File: src/rtl/host_from_breakout_pkg.sv
// host_from_breakout_pkg: shared constants for the breakout link receiver.
// Frame length, expected frame-clock pattern and recovered word bit fields.
package host_from_breakout_pkg;

    localparam int         FRAME_LEN = 5;
    localparam int         WORD_W    = 2 * FRAME_LEN;
    localparam logic [2:0] LAST_SLOT = 3'(FRAME_LEN - 1);

    // Frame-clock pair expected in slot k lives at [2k+1:2k].
    localparam logic [WORD_W-1:0] CLK_PAT = {
        2'b11, 2'b11, 2'b10, 2'b00, 2'b00
    };

    localparam int DATA_LSB = 0;
    localparam int DATA_W   = 8;
    localparam int POW_LSB  = 8;
    localparam int POW_W    = 2;

    typedef enum logic [1:0] {
        ST_HUNT   = 2'd0,
        ST_CHECK  = 2'd1,
        ST_LOCKED = 2'd2
    } align_state_e;

    function automatic logic [1:0] exp_clk(input logic [2:0] slot);
        logic [1:0] pat;
        pat = 2'b00;
        for (int k = 0; k < FRAME_LEN; k++) begin
            if (slot == 3'(k)) pat = CLK_PAT[2*k +: 2];
        end
        return pat;
    endfunction

endpackage

File: src/rtl/host_from_breakout_align.sv
// breakout_frame_align: frame-clock tracker (HUNT/CHECK/LOCKED), slot counter
// and saturating lock-loss counter. Ports: i_clk, i_rst, i_clk_pair in;
// o_slot (slot of the current sample), o_frame_done, o_locked, o_err_cnt out.
module breakout_frame_align
    import host_from_breakout_pkg::*;
#(
    parameter int P_LOCK_FRAMES = 4
) (
    input  logic        i_clk,
    input  logic        i_rst,
    input  logic [1:0]  i_clk_pair,
    output logic [2:0]  o_slot,
    output logic        o_frame_done,
    output logic        o_locked,
    output logic [15:0] o_err_cnt
);

    align_state_e state_q, state_d;
    logic [2:0]   slot_q, slot_d;
    logic [3:0]   good_q, good_d;
    logic [15:0]  err_cnt_q, err_cnt_d;
    logic [1:0]   prev_q, prev_d;
    logic         match;
    logic         boundary;
    logic         frame_done;

    always_ff @(posedge i_clk or posedge i_rst) begin
        if (i_rst) begin
            state_q   <= ST_HUNT;
            slot_q    <= 3'd0;
            good_q    <= 4'd0;
            err_cnt_q <= 16'd0;
            prev_q    <= 2'b00;
        end else begin
            state_q   <= state_d;
            slot_q    <= slot_d;
            good_q    <= good_d;
            err_cnt_q <= err_cnt_d;
            prev_q    <= prev_d;
        end
    end

    assign match    = (i_clk_pair == exp_clk(slot_q));
    assign boundary = (i_clk_pair == 2'b00) && (prev_q == 2'b11);

    always_comb begin
        state_d    = state_q;
        slot_d     = slot_q;
        good_d     = good_q;
        err_cnt_d  = err_cnt_q;
        prev_d     = i_clk_pair;
        frame_done = 1'b0;
        case (state_q)
            ST_HUNT: begin
                // The boundary cycle itself is slot 0, so the next is slot 1.
                if (boundary) begin
                    state_d = ST_CHECK;
                    slot_d  = 3'd1;
                    good_d  = 4'd0;
                end
            end
            ST_CHECK: begin
                if (!match) begin
                    state_d = ST_HUNT;
                    slot_d  = 3'd0;
                end else if (slot_q == LAST_SLOT) begin
                    slot_d = 3'd0;
                    good_d = good_q + 4'd1;
                    if (good_q + 4'd1 == 4'(P_LOCK_FRAMES)) begin
                        state_d = ST_LOCKED;
                    end
                end else begin
                    slot_d = slot_q + 3'd1;
                end
            end
            ST_LOCKED: begin
                if (!match) begin
                    state_d = ST_HUNT;
                    slot_d  = 3'd0;
                    if (err_cnt_q != 16'hFFFF) begin
                        err_cnt_d = err_cnt_q + 16'd1;
                    end
                end else if (slot_q == LAST_SLOT) begin
                    slot_d     = 3'd0;
                    frame_done = 1'b1;
                end else begin
                    slot_d = slot_q + 3'd1;
                end
            end
            default: begin
                state_d = ST_HUNT;
                slot_d  = 3'd0;
            end
        endcase
    end

    assign o_slot       = (state_q == ST_HUNT) ? 3'd0 : slot_q;
    assign o_frame_done = frame_done;
    assign o_locked     = (state_q == ST_LOCKED);
    assign o_err_cnt    = err_cnt_q;

endmodule

File: src/rtl/host_from_breakout.sv
// host_from_breakout: recovers two 10-bit words per 5-slot DDR frame.
// In: i_clk, i_rst, i_clk_s/i_d0_s/i_d1_s lane pairs. Out: button, port,
// link_pow, valid strobe, locked flag and lock-loss counter.
module host_from_breakout
    import host_from_breakout_pkg::*;
#(
    parameter int P_CLK_INV     = 0,
    parameter int P_LOCK_FRAMES = 4
) (
    input  logic        i_clk,
    input  logic        i_rst,
    input  logic [1:0]  i_clk_s,
    input  logic [1:0]  i_d0_s,
    input  logic [1:0]  i_d1_s,
    output logic [7:0]  o_button,
    output logic [7:0]  o_port,
    output logic [3:0]  o_link_pow,
    output logic        o_valid,
    output logic        o_locked,
    output logic [15:0] o_err_cnt
);

    logic [1:0]        clk_pair;
    logic [2:0]        slot;
    logic              frame_done;
    logic [WORD_W-1:0] asm0_q, asm0_d;
    logic [WORD_W-1:0] asm1_q, asm1_d;
    logic [7:0]        button_q, button_d;
    logic [7:0]        port_q, port_d;
    logic [3:0]        pow_q, pow_d;
    logic              valid_q, valid_d;

    assign clk_pair = (P_CLK_INV != 0) ? ~i_clk_s : i_clk_s;

    breakout_frame_align #(
        .P_LOCK_FRAMES(P_LOCK_FRAMES)
    ) u_align (
        .i_clk       (i_clk),
        .i_rst       (i_rst),
        .i_clk_pair  (clk_pair),
        .o_slot      (slot),
        .o_frame_done(frame_done),
        .o_locked    (o_locked),
        .o_err_cnt   (o_err_cnt)
    );

    always_ff @(posedge i_clk or posedge i_rst) begin
        if (i_rst) begin
            asm0_q   <= '0;
            asm1_q   <= '0;
            button_q <= 8'd0;
            port_q   <= 8'd0;
            pow_q    <= 4'd0;
            valid_q  <= 1'b0;
        end else begin
            asm0_q   <= asm0_d;
            asm1_q   <= asm1_d;
            button_q <= button_d;
            port_q   <= port_d;
            pow_q    <= pow_d;
            valid_q  <= valid_d;
        end
    end

    always_comb begin
        asm0_d = asm0_q;
        asm1_d = asm1_q;
        for (int k = 0; k < FRAME_LEN; k++) begin
            if (slot == 3'(k)) begin
                asm0_d[2*k +: 2] = i_d0_s;
                asm1_d[2*k +: 2] = i_d1_s;
            end
        end
        button_d = button_q;
        port_d   = port_q;
        pow_d    = pow_q;
        valid_d  = frame_done;
        // Capture from the _d words so the slot-4 sample is included.
        if (frame_done) begin
            button_d = asm0_d[DATA_LSB +: DATA_W];
            port_d   = asm1_d[DATA_LSB +: DATA_W];
            pow_d    = {asm1_d[POW_LSB +: POW_W],
                        asm0_d[POW_LSB +: POW_W]};
        end
    end

    assign o_button   = button_q;
    assign o_port     = port_q;
    assign o_link_pow = pow_q;
    assign o_valid    = valid_q;

endmodule

File: config.mk
export PLATFORM = sky130hd
export DESIGN_NAME = host_from_breakout
export DESIGN_NICKNAME = d
export VERILOG_FILES = /design/src/rtl/host_from_breakout_pkg.sv /design/src/rtl/host_from_breakout_align.sv /design/src/rtl/host_from_breakout.sv
export SDC_FILE = /design/constraint.sdc
export NUM_CORES = 1
export LEC_CHECK = 0
export CORE_ASPECT_RATIO = 1.4
export CORE_MARGIN = 2
export CORE_UTILIZATION = 53
export CTS_CLUSTER_DIAMETER = 100
export DETAILED_ROUTE_END_ITERATION = 10
export PLACE_DENSITY = 0.78
export SYNTH_ARGS = -nofsm -noshare
export SYNTH_HDL_FRONTEND = slang
export SYNTH_SLANG_ARGS = --single-unit
File: constraint.sdc
create_clock -name i_clk -period 2.48 [get_ports i_clk]
set_input_delay 0.496 -clock i_clk [delete_from_list [all_inputs] [get_ports i_clk]]
set_output_delay 0.496 -clock i_clk [all_outputs]
set_load 0.02 [all_outputs]
Word level (Yosys, flattened, before mapping)
Index checks and enable logic that the tools add are counted.
{"block": "classes", "addsub": 3, "n_eq_ne": 19, "mux": 31, "bitwise": 1, "reduce_logical": 9}
{"operator": "2-to-1 mux 2 bit", "n": 18}
{"operator": "adder 16 x 1 -> 16 bit, second input constant", "n": 1}
{"operator": "!= test 16 bit, second input constant", "n": 1}
{"operator": "equality test 3 x 2 -> 1 bit, second input constant", "n": 4}
{"operator": "2-to-1 mux 3 bit", "n": 4}
{"operator": "2-to-1 mux 4 bit", "n": 3}
{"operator": "one-hot mux 4 bit (2 select lines)", "n": 1}
{"operator": "AND reduction 4 bit", "n": 2}
{"operator": "equality test 3 bit, second input constant", "n": 2}
{"operator": "!= test 2 x 1 -> 1 bit, second input constant", "n": 3}
{"operator": "!= test 3 bit, second input constant", "n": 2}
{"operator": "one-hot mux 2 bit (3 select lines)", "n": 1}
{"operator": "one-hot mux 3 bit (2 select lines)", "n": 1}
{"operator": "adder 4 x 1 -> 4 bit, second input constant", "n": 1}
{"operator": "equality test 2 bit, second input constant", "n": 2}
{"operator": "equality test 4 x 3 -> 1 bit, second input constant", "n": 1}
{"operator": "logical NOT 2 bit", "n": 2}
{"operator": "adder 3 x 1 -> 3 bit, second input constant", "n": 1}
{"operator": "equality test 3 x 1 -> 1 bit, second input constant", "n": 1}
{"operator": "logical NOT 3 bit", "n": 1}
{"operator": "2-to-1 mux 1 bit", "n": 3}
{"operator": "AND reduction 3 bit", "n": 1}
{"operator": "equality test 2 x 1 -> 1 bit, second input constant", "n": 1}
{"operator": "equality test 2 bit", "n": 1}
{"operator": "5 further kinds", "n": 5}
{"block": "word_totals", "regBits": 68, "input_bits": 8, "output_inout_bits": 38, "wordCells": 74}

Logic depth before layout (Yosys ltp)
Gate-level depths: netlist of run 1.
{"block": "logic_depth", "word_depth": 7, "ltp_mapped": 8, "mapped_depth_nobuf": 7}

Cells and area by module
Synthesis of run 1 repeated with hierarchy kept, for this count alone.
{"block": "unflattened", "hier_cells": 244, "hier_area_um2": 3210.6}
{"mod": "breakout_frame_align", "n_inst": 1, "cells_per_inst": 155, "area_each_um2": 1620.3, "seq_area_each_um2": 675.6}
{"mod": "host_from_breakout", "n_inst": 1, "cells_per_inst": 89, "area_each_um2": 1590.3, "seq_area_each_um2": 1026.0}

Worst setup path before layout of run 1
Ideal clock, no wire load.
{"block": "synth_path", "path_kind": "register to register", "start": "reg u_align.slot_q[0]", "end": "reg u_align.slot_q[1]", "arrival_time_ns": 2.003, "required_time_ns": 2.397, "slack_ns": 0.393, "path_stages_with_launch": 7, "path_buffers": 0, "synth_period_minus_slack_ns": 2.087, "path_cell_list": "dfrtp_1 > ha_1 > ha_1 > o31ai_2 > o32ai_4 > or4_4 > o22ai_1"}
{"block": "synth_between", "elab_chain_cells": 7}
{"item": "start, declared", "line": "host_from_breakout_align.sv:19", "text": "logic [2:0] slot_q, slot_d;"}
{"item": "start signal, assigned", "line": "host_from_breakout_align.sv:36", "text": "slot_q <= slot_d;"}
{"item": "equality test 3 x 2 -> 1 bit", "line": "host_from_breakout_pkg.sv:29", "text": "if (slot == 3'(k)) pat = CLK_PAT[2*k +: 2];"}
{"item": "2-to-1 mux 2 bit (3 in a row)", "line": "host_from_breakout_pkg.sv:29"}
{"item": "equality test 2 bit", "line": "host_from_breakout_align.sv:43", "text": "assign match = (i_clk_pair == exp_clk(slot_q));"}
{"item": "2-to-1 mux 3 bit *", "line": "host_from_breakout_align.sv:63", "text": "if (!match) begin"}
{"item": "one-hot mux 3 bit (2 select lines) *", "line": "host_from_breakout_align.sv:53", "text": "case (state_q)"}
Mark *: on every way between the ends. The rest lies on a longest branch, timed or not.
A chain may end at the register's enable or synchronous reset.

Worst setup path in the final report of run 1
{"block": "layout_path", "start": "reg u_align.state_q[0]", "end": "out o_locked"}
{"block": "layout_between", "elab_chain_cells": 1}
{"item": "start, declared", "line": "host_from_breakout_align.sv:18", "text": "align_state_e state_q, state_d;"}
{"item": "start signal, assigned", "line": "host_from_breakout_align.sv:35", "text": "state_q <= state_d;"}
{"item": "equality test 2 bit", "line": "host_from_breakout_align.sv:99", "text": "assign o_locked = (state_q == ST_LOCKED);"}
{"item": "end, declared", "line": "host_from_breakout.sv:19", "text": "output logic o_locked,"}
Every way passes these cells.

==> results by group, run 1 <==
Critical path
  – Worst-path maximum fanout: 8
  – Crit path cell chain: inv_1, ha_1, clkdlybuf4s50_1
  – Reg2Reg Depth: 6
  – Crit. End Element: output pin
  – CP Launch Type: register
  – Required time worst endpoint: roughly 2000 ps
  – Critical path arrival: 1820 ps
  – Critical path type: reg -> out
  – Max stage delay cell, worst path: clkdlybuf4s50_1
  – Max stage delay on crit path: approximately 660 ps

Worst hold path
  – Worst hold-check path type: reg -> reg
  – Worst Hold Depth: 1

Synth
  – Sequential fraction of the synthesis area: 55.9%
  – Syn_nets: 247
  – Largest family of logic cells by synthesized area: multiplexers
  – Main flop type after synthesis: dfrtp_1
  – Synth Instances: ~230
  – Multiplexer area fraction after synthesis: around 16%
  – Synth Area in Compound Gates: under 10%
  – Library cells used by synthesis: 39
  – Adder-Cell Fraction of Synth Area: 4.11%
  – Fraction of registers with async set/reset: 100%
  – Synth Area in Simple Gates: 11.6%
  – #FFs+latches synth: 68
  – Post-synthesis area per instance: around 13 um^2
  – Post-synth EDFFs: 0
  – Xor-xnor portion of the synthesized cell area: under 10%
  – Synthesized cell area: 3050 um^2
  – Ys Warns: 0

Route
  – Drt via density: 5.52
  – WL per Instance: 15.8 um
  – Initial DRC Count: 141
  – DRC: 0
  – DR vias: around 2000
  – Total Wirelength: 5.72 mm
  – ANT nets after route: 0
  – Drt pass-1 iters: 4

Timing
  – Clk_skew: between 4 and 5 ps
  – Final total negative setup slack: 0 ps
  – Final WS setup: 163 ps
  – Max-Slew Margin vs Limit: between 60% and 70%
  – Worst Tran Pin Value: approximately 560 ps
  – Final Hold Fails: 0
  – Fin crit share: slightly above 90%
  – Final min period: ~2300 ps
  – Max-slew violations: 0
  – Max Clk Rate: 432 MHz
  – Hold Slack: a little under 500 ps
  – Setup violations, final: 0
  – RSZ-0062 raised after global routing: no

Layout
  – # fillers: about 420
  – Share of cells above drive strength 1: 25.3%
  – Antenna cells: 0
  – Post-route insts no fill: approximately 360
  – Final #Nets: between 300 and 400
  – Layout area overhead: 24.9%

Clocking
  – Cts hold-fix bufs: 0
  – Later-pin clock latency in the skew report: about 330 ps
  – CTS HTree Levels: 3
  – CTS tree: yes
  – Post-CTS Setup Repair Bufs: 0
  – Clk sink count: 68
  – Root Driver: clkbuf_8
  – Clock Path Buffers: 2
  – Post_cts resized: 0
  – Clock buffer count from CTS: 9
  – Reg clk slew, reported paths: 70 ps

Global routing
  – Largest net degree at the start of global routing: 31
  – First-pass GRT wire length: 9.64 mm
  – Initial antenna violation count: 0
  – GR Overflow Total: 0
  – Vias in the first global route: 2128
  – GRT Util Overall: 20.7%

Floorplanning
  – Die Span Y: 93.7 um
  – I/O pin total: 46
  – Core area: 5530 um^2
  – Initial Util: a little under three fifths
  – Row Count: 32
  – Die area: between 6000 and 7000 um^2
  – Die X: ~68 um

Pwr
  – Total power: 0.00283 W
  – P per Cell Area: 743 nW/um^2
  – Leakage: 1.72 nW
  – Peak supply drop: roughly 0.58 mV

Placed design
  – Final RePlAce weighted congestion: 0.769
  – # placed instances: 346
  – Place WS: around 63 ps
  – Post-DP HPWL: 4.03 mm
  – Port bufs: 45

Run
  – Maxcap violations: 0

Outcome
  – Status: completed
state kept, by name, indices dropped and copies added, names as in the netlist, 2 cells and up:
register	cells
o_link_pow	4
asm0_q	10
o_port	8
u_align.o_err_cnt	16
asm1_q	10
u_align.prev_q	2
u_align.good_q	4
u_align.state_q	2
u_align.slot_q	3
o_button	8
critical path, delay by kind of cell, from the launching register on:
family     cells  cell delay, ps
buf+inv        2             760
flops          1             420
fa+ha+maj      1             320
kinds of logic after synthesis:
group | after synthesis
flops | 68
buf+inv | 14
simple gates | 55
xor+xnor | 16
compound gates | 23
fa+ha+maj | 10
mux | 43
stage by stage:
stage | util (%) | instance area [um^2]
after detailed placement | 66.0 | 3650
after global placement | 66.0 | 3650
after floorplan | - | 3050
after global routing | 68.9 | 3810
final | 68.9 | 3810
after CTS | 68.9 | 3810
worst paths after layout:
check / start / to / slack [ps]
max: u_align.state_q[0] / o_locked / 160
min: asm0_q[1] / asm0_q[1] / 490
max reg2reg: u_align.slot_q[0] / u_align.slot_q[1] / 210
min reg2reg: asm0_q[1] / asm0_q[1] / 490
max in group asynchronous: i_rst / u_align.good_q[0] / 1360
min in group asynchronous: i_rst / u_align.o_err_cnt[1] / 500
routing by layer:
metal,global-route usage (%),vias to the layer above,share of wire (%),wire (um)
li1,-,950,-,-
met1,24.6,981,42,2380
met2,33.4,48,52,2990
met3,5.76,13,3.8,219
met4,10.7,0,2.3,130
met5,0,-,0,0
placed cells by master (no fill, tap or decap), types with 2 or more instances in the layout:
master,instances
clkbuf_8,9
and3_1,4
nor4_2,4
buf_12,2
a22o_1,4
dfrtp_1,68
clkinv_2,3
xnor2_1,15
nand2_1,10
and4_1,4
a21oi_1,2
mux2_2,37
inv_2,3
clkdlybuf4s50_1,45
o21ai_1,2
ha_1,10
nor2_1,5
clkinvlp_4,2
nand4_1,8
and2_1,2
inv_1,5
nor2b_1,2
o21ai_0,4
mux2_1,6
nand3_1,10
o22ai_1,3
buf_4,8
synth_stat cells, drive strengths merged, types with 2 or more instances:
| master | number | share of area [%] |
|---|---|---|
| nor2b | 2 | 0.41 |
| inv | 8 | 0.99 |
| buf | 5 | 0.99 |
| a22o | 4 | 1.1 |
| nand3 | 10 | 1.6 |
| nand4 | 8 | 1.6 |
| and4 | 4 | 1.1 |
| a21oi | 2 | 0.33 |
| and3 | 4 | 0.82 |
| o22ai | 3 | 0.62 |
| xnor2 | 15 | 4.3 |
| o31ai | 2 | 0.66 |
| dfrtp | 68 | 56 |
| mux2 | 43 | 16 |
| nor3 | 2 | 0.49 |
| nor4 | 4 | 1.6 |
| nor2 | 5 | 0.62 |
| o21ai | 6 | 0.99 |
| ha | 10 | 4.1 |
| nand2 | 10 | 1.2 |
| and2 | 2 | 0.41 |
where the power goes:
group          switching, W  internal (W)
clock              0.000395      0.000351
sequential        0.0000853       0.00128
combinational      0.000375      0.000337
final cells by class:
cell class | instances | area, um^2 | area share [%]
well taps | 68 | 85.1 | 2.24
multi-input cells | 147 | 1280 | 33.7
inverters | 8 | 30.0 | 0.789
flip-flops and latches | 68 | 1700 | 44.7
repair buffers | 55 | 551 | 14.5
clock inverters | 5 | 30.0 | 0.789
clock buffers | 10 | 128 | 3.35
No activity file was read; power rests on OpenSTA's default activity.
==> inputs of run 2 (changes only) <==
clock period = 2.25 ns   (was 2.48 ns; I/O delays follow)
==> run 2 against run 1 <==
  * Sequential share of layout area down 1.0 points
  * Largest power group unchanged
  * Register-to-register slack lost 130 ps
  * Flip-flop and latch count unchanged
  * Sequential power grew 9%
  * Die area is the same
  * Power rose by 15%
  * Cell count increased by 2.2%
  * Non-clock buffer count rose by 9
  * Setup slack got worse by 86 ps
  * Critical path type is now reg -> reg
  * Combinational power up 17%
  * Routed wire length rose by 2.6%
==> results by group, run 2 (synthesized netlist as in run 1, its figures left out) <==
Outcome
  – Status: completed

Floorplanning
  – Die Span Y: 93.7 um (unchanged)
  – I/O pin total: 46 (unchanged)
  – Die area: 6380 um^2 (unchanged)
  – Row Count: 32 (unchanged)
  – Initial Util: 55.1% (unchanged)
  – Die X: 68.1 um (unchanged)
  – Core area: 5530 um^2 (unchanged)

Timing
  – Clk_skew: 4.95 ps (+0.0147 ps)
  – Max-slew violations: 0 (unchanged)
  – Final min period: 2170 ps
  – Max-Slew Margin vs Limit: 68.5% (+6.3 points)
  – Setup violations, final: 0 (unchanged)
  – Max Clk Rate: 460 MHz
  – Worst Tran Pin Value: 467 ps (-94.0 ps)
  – Final Hold Fails: 0 (unchanged)
  – RSZ-0062 raised after global routing: no
  – Fin crit share: 96.6%

Pwr
  – P per Cell Area: 838 nW/um^2 (+13%)
  – Net switching fraction of the power: 29.1% (-1.2 points)
  – Logic gate share of total power: 25.6% (+0.4 points)
  – Part of the power in registers: 46.1% (-2.3 points)
  – P_sw: 0.000948 W (+11%)
  – Peak supply drop: 0.661 mV (+15%)
  – Leakage: 1.77 nW (+3.3%)
  – Internal: 0.00232 W (+17%)
  – Clock share of power: 28.3% (+1.9 points)

Critical path
  – CP Launch Type: register
  – Critical path arrival: 2430 ps (+610 ps)
  – Required time worst endpoint: 2510 ps (+530 ps)
  – Critical Path Source: u_align.slot_q[0]
  – Crit. End Element: register
  – Critical path type: reg -> reg
  – R2r setup slk: 80 ps (-130 ps)
  – R2R Path Start: u_align.slot_q[0]
  – Worst-path maximum fanout: 5 (-3)

Clocking
  – Later-pin clock latency in the skew report: 340 ps (about the same)
  – Clk sink count: 68 (unchanged)
  – Clock buffer count from CTS: 9 (unchanged)
  – Root Driver: clkbuf_8
  – CTS tree: yes
  – CTS HTree Levels: 3 (unchanged)
  – Reg clk slew, reported paths: 70 ps (about the same)
  – Post-CTS Setup Repair Bufs: 0 (unchanged)
  – Clock Path Buffers: 2 (unchanged)

Route
  – Drt pass-1 iters: 4 (unchanged)
  – Routed wl met3: 206 um (-5.9%)
  – ANT nets after route: 0 (unchanged)
  – DR vias: 2050 (+2.9%)
  – DRC: 0 (unchanged)
  – WL met1: 2.41 mm (+1.6%)
  – Total Wirelength: 5.86 mm (+2.6%)
  – Max layer used: met4
  – Initial DRC Count: 83 (-41%)
  – WL per Instance: 15.9 um (+0.33%)
  – Drt via density: 5.56 (+0.68%)
  – Met2 WL: 3.08 mm (+3.1%)

Layout
  – Largest register FFs: 16 (unchanged)
  – Most frequent cells in the layout: dfrtp_1 (68), clkdlybuf4s50_1 (45), mux2_2 (37)
  – Share of cells above drive strength 1: 26.9% (+1.7 points)
  – Antenna cells: 0 (unchanged)
  – Layout area overhead: 27.9%
  – # fillers: 406 (-3.8%)
  – Final Core Density: 70.5% (+1.6 points)
  – Commonest non-fill, non-tap cell in the layout: dfrtp_1
  – Post-route insts no fill: 369 (+2.2%)
  – Final #Nets: 316 (+2.9%)

Run
  – Maxcap violations: 0 (unchanged)

Global routing
  – Initial antenna violation count: 0 (unchanged)
  – GRT Util Overall: 21.4% (+0.69 points)
  – Vias in the first global route: 2085 (-2.0%)
  – GR Overflow Total: 0 (unchanged)
  – Largest net degree at the start of global routing: 69 (+120%)
  – First-pass GRT wire length: 9.96 mm (+3.4%)

Placed design
  – Post-DP HPWL: 4.09 mm (+1.4%)
  – # placed instances: 355 (+2.6%)
  – Final RePlAce weighted congestion: 0.770 (about the same)
  – Port bufs: 45 (unchanged)

Worst hold path
  – Hold_sp: o_button[7]
  – Worst hold-check path type: reg -> reg
-- run 2: worst paths after layout --
| kind | endpoint | cells past startpoint |
|---|---|---|
| setup / recovery | u_align.slot_q[1] | 6 |
| hold / removal | o_button[7] | 1 |
| setup reg to reg | u_align.slot_q[1] | 6 |
| hold reg to reg | o_button[7] | 1 |
| max in group asynchronous | o_link_pow[2] | 3 |
| min in group asynchronous | o_button[7] | 3 |
-- run 2: what timing repair did --
item,4_1_cts,5_1_grt
hold endpoints to repair,0,0
endpoints found under the setup margin,0,3
gates resized for setup,0,1
hold buffers,0,0
-- run 2: power by group through the flow --
stage / Clock (W) / Combinational [W] / Sequential [W]
after CTS: 0.000941 / 0.000836 / 0.00151
after detailed placement: 0 / 0.000833 / 0.00153
after global routing: 0.000998 / 0.000921 / 0.00153
final: 0.000924 / 0.000835 / 0.00150
after global placement: 0 / 0.000802 / 0.00152
after floorplan: 0 / 0.000578 / 0.00151
-- run 2: critical path, cell delays in order (launching register included) --
cell and delay, ps:
dfrtp_1 440, ha_1 250, ha_1 230, o31ai_4 300
o32ai_4 150, or4_4 550, o22ai_1 170
-- run 2: layout make-up --
type	instances	area (um^2)	share of cell area (%)
clock buffer	11	131	3.37
clock inverter	3	40.0	1.03
multi-input combinational	147	1290	33.1
timing repair buffer	64	618	15.9
tap	68	85.1	2.18
sequential	68	1700	43.7
inverter	8	30.0	0.771
-- run 2: through the flow --
stage / setup TNS [ps] / worst slack, ps / total power (W) / instance area (um^2) / hold slack (ps)
finish: 0 / 77.2 / 0.00326 / 3900 / 488
global route: 0 / 5.87 / 0.00345 / 3900 / 504
CTS: 0 / 34.3 / 0.00328 / 3890 / 494
detailed placement: -57.2 / -40.4 / 0.00236 / 3720 / 479
global placement: 0 / 7.28 / 0.00232 / 3720 / 469
floorplan: 0 / 88.5 / 0.00208 / 3050 / 467
-- run 2: per-layer routing --
layer / track usage [%] / vias to the layer above
met2: 34.2 / 35
met4: 11.3 / 0
met5: 0 / -
li1: - / 964
met3: 5.28 / 17
met1: 26.1 / 1034
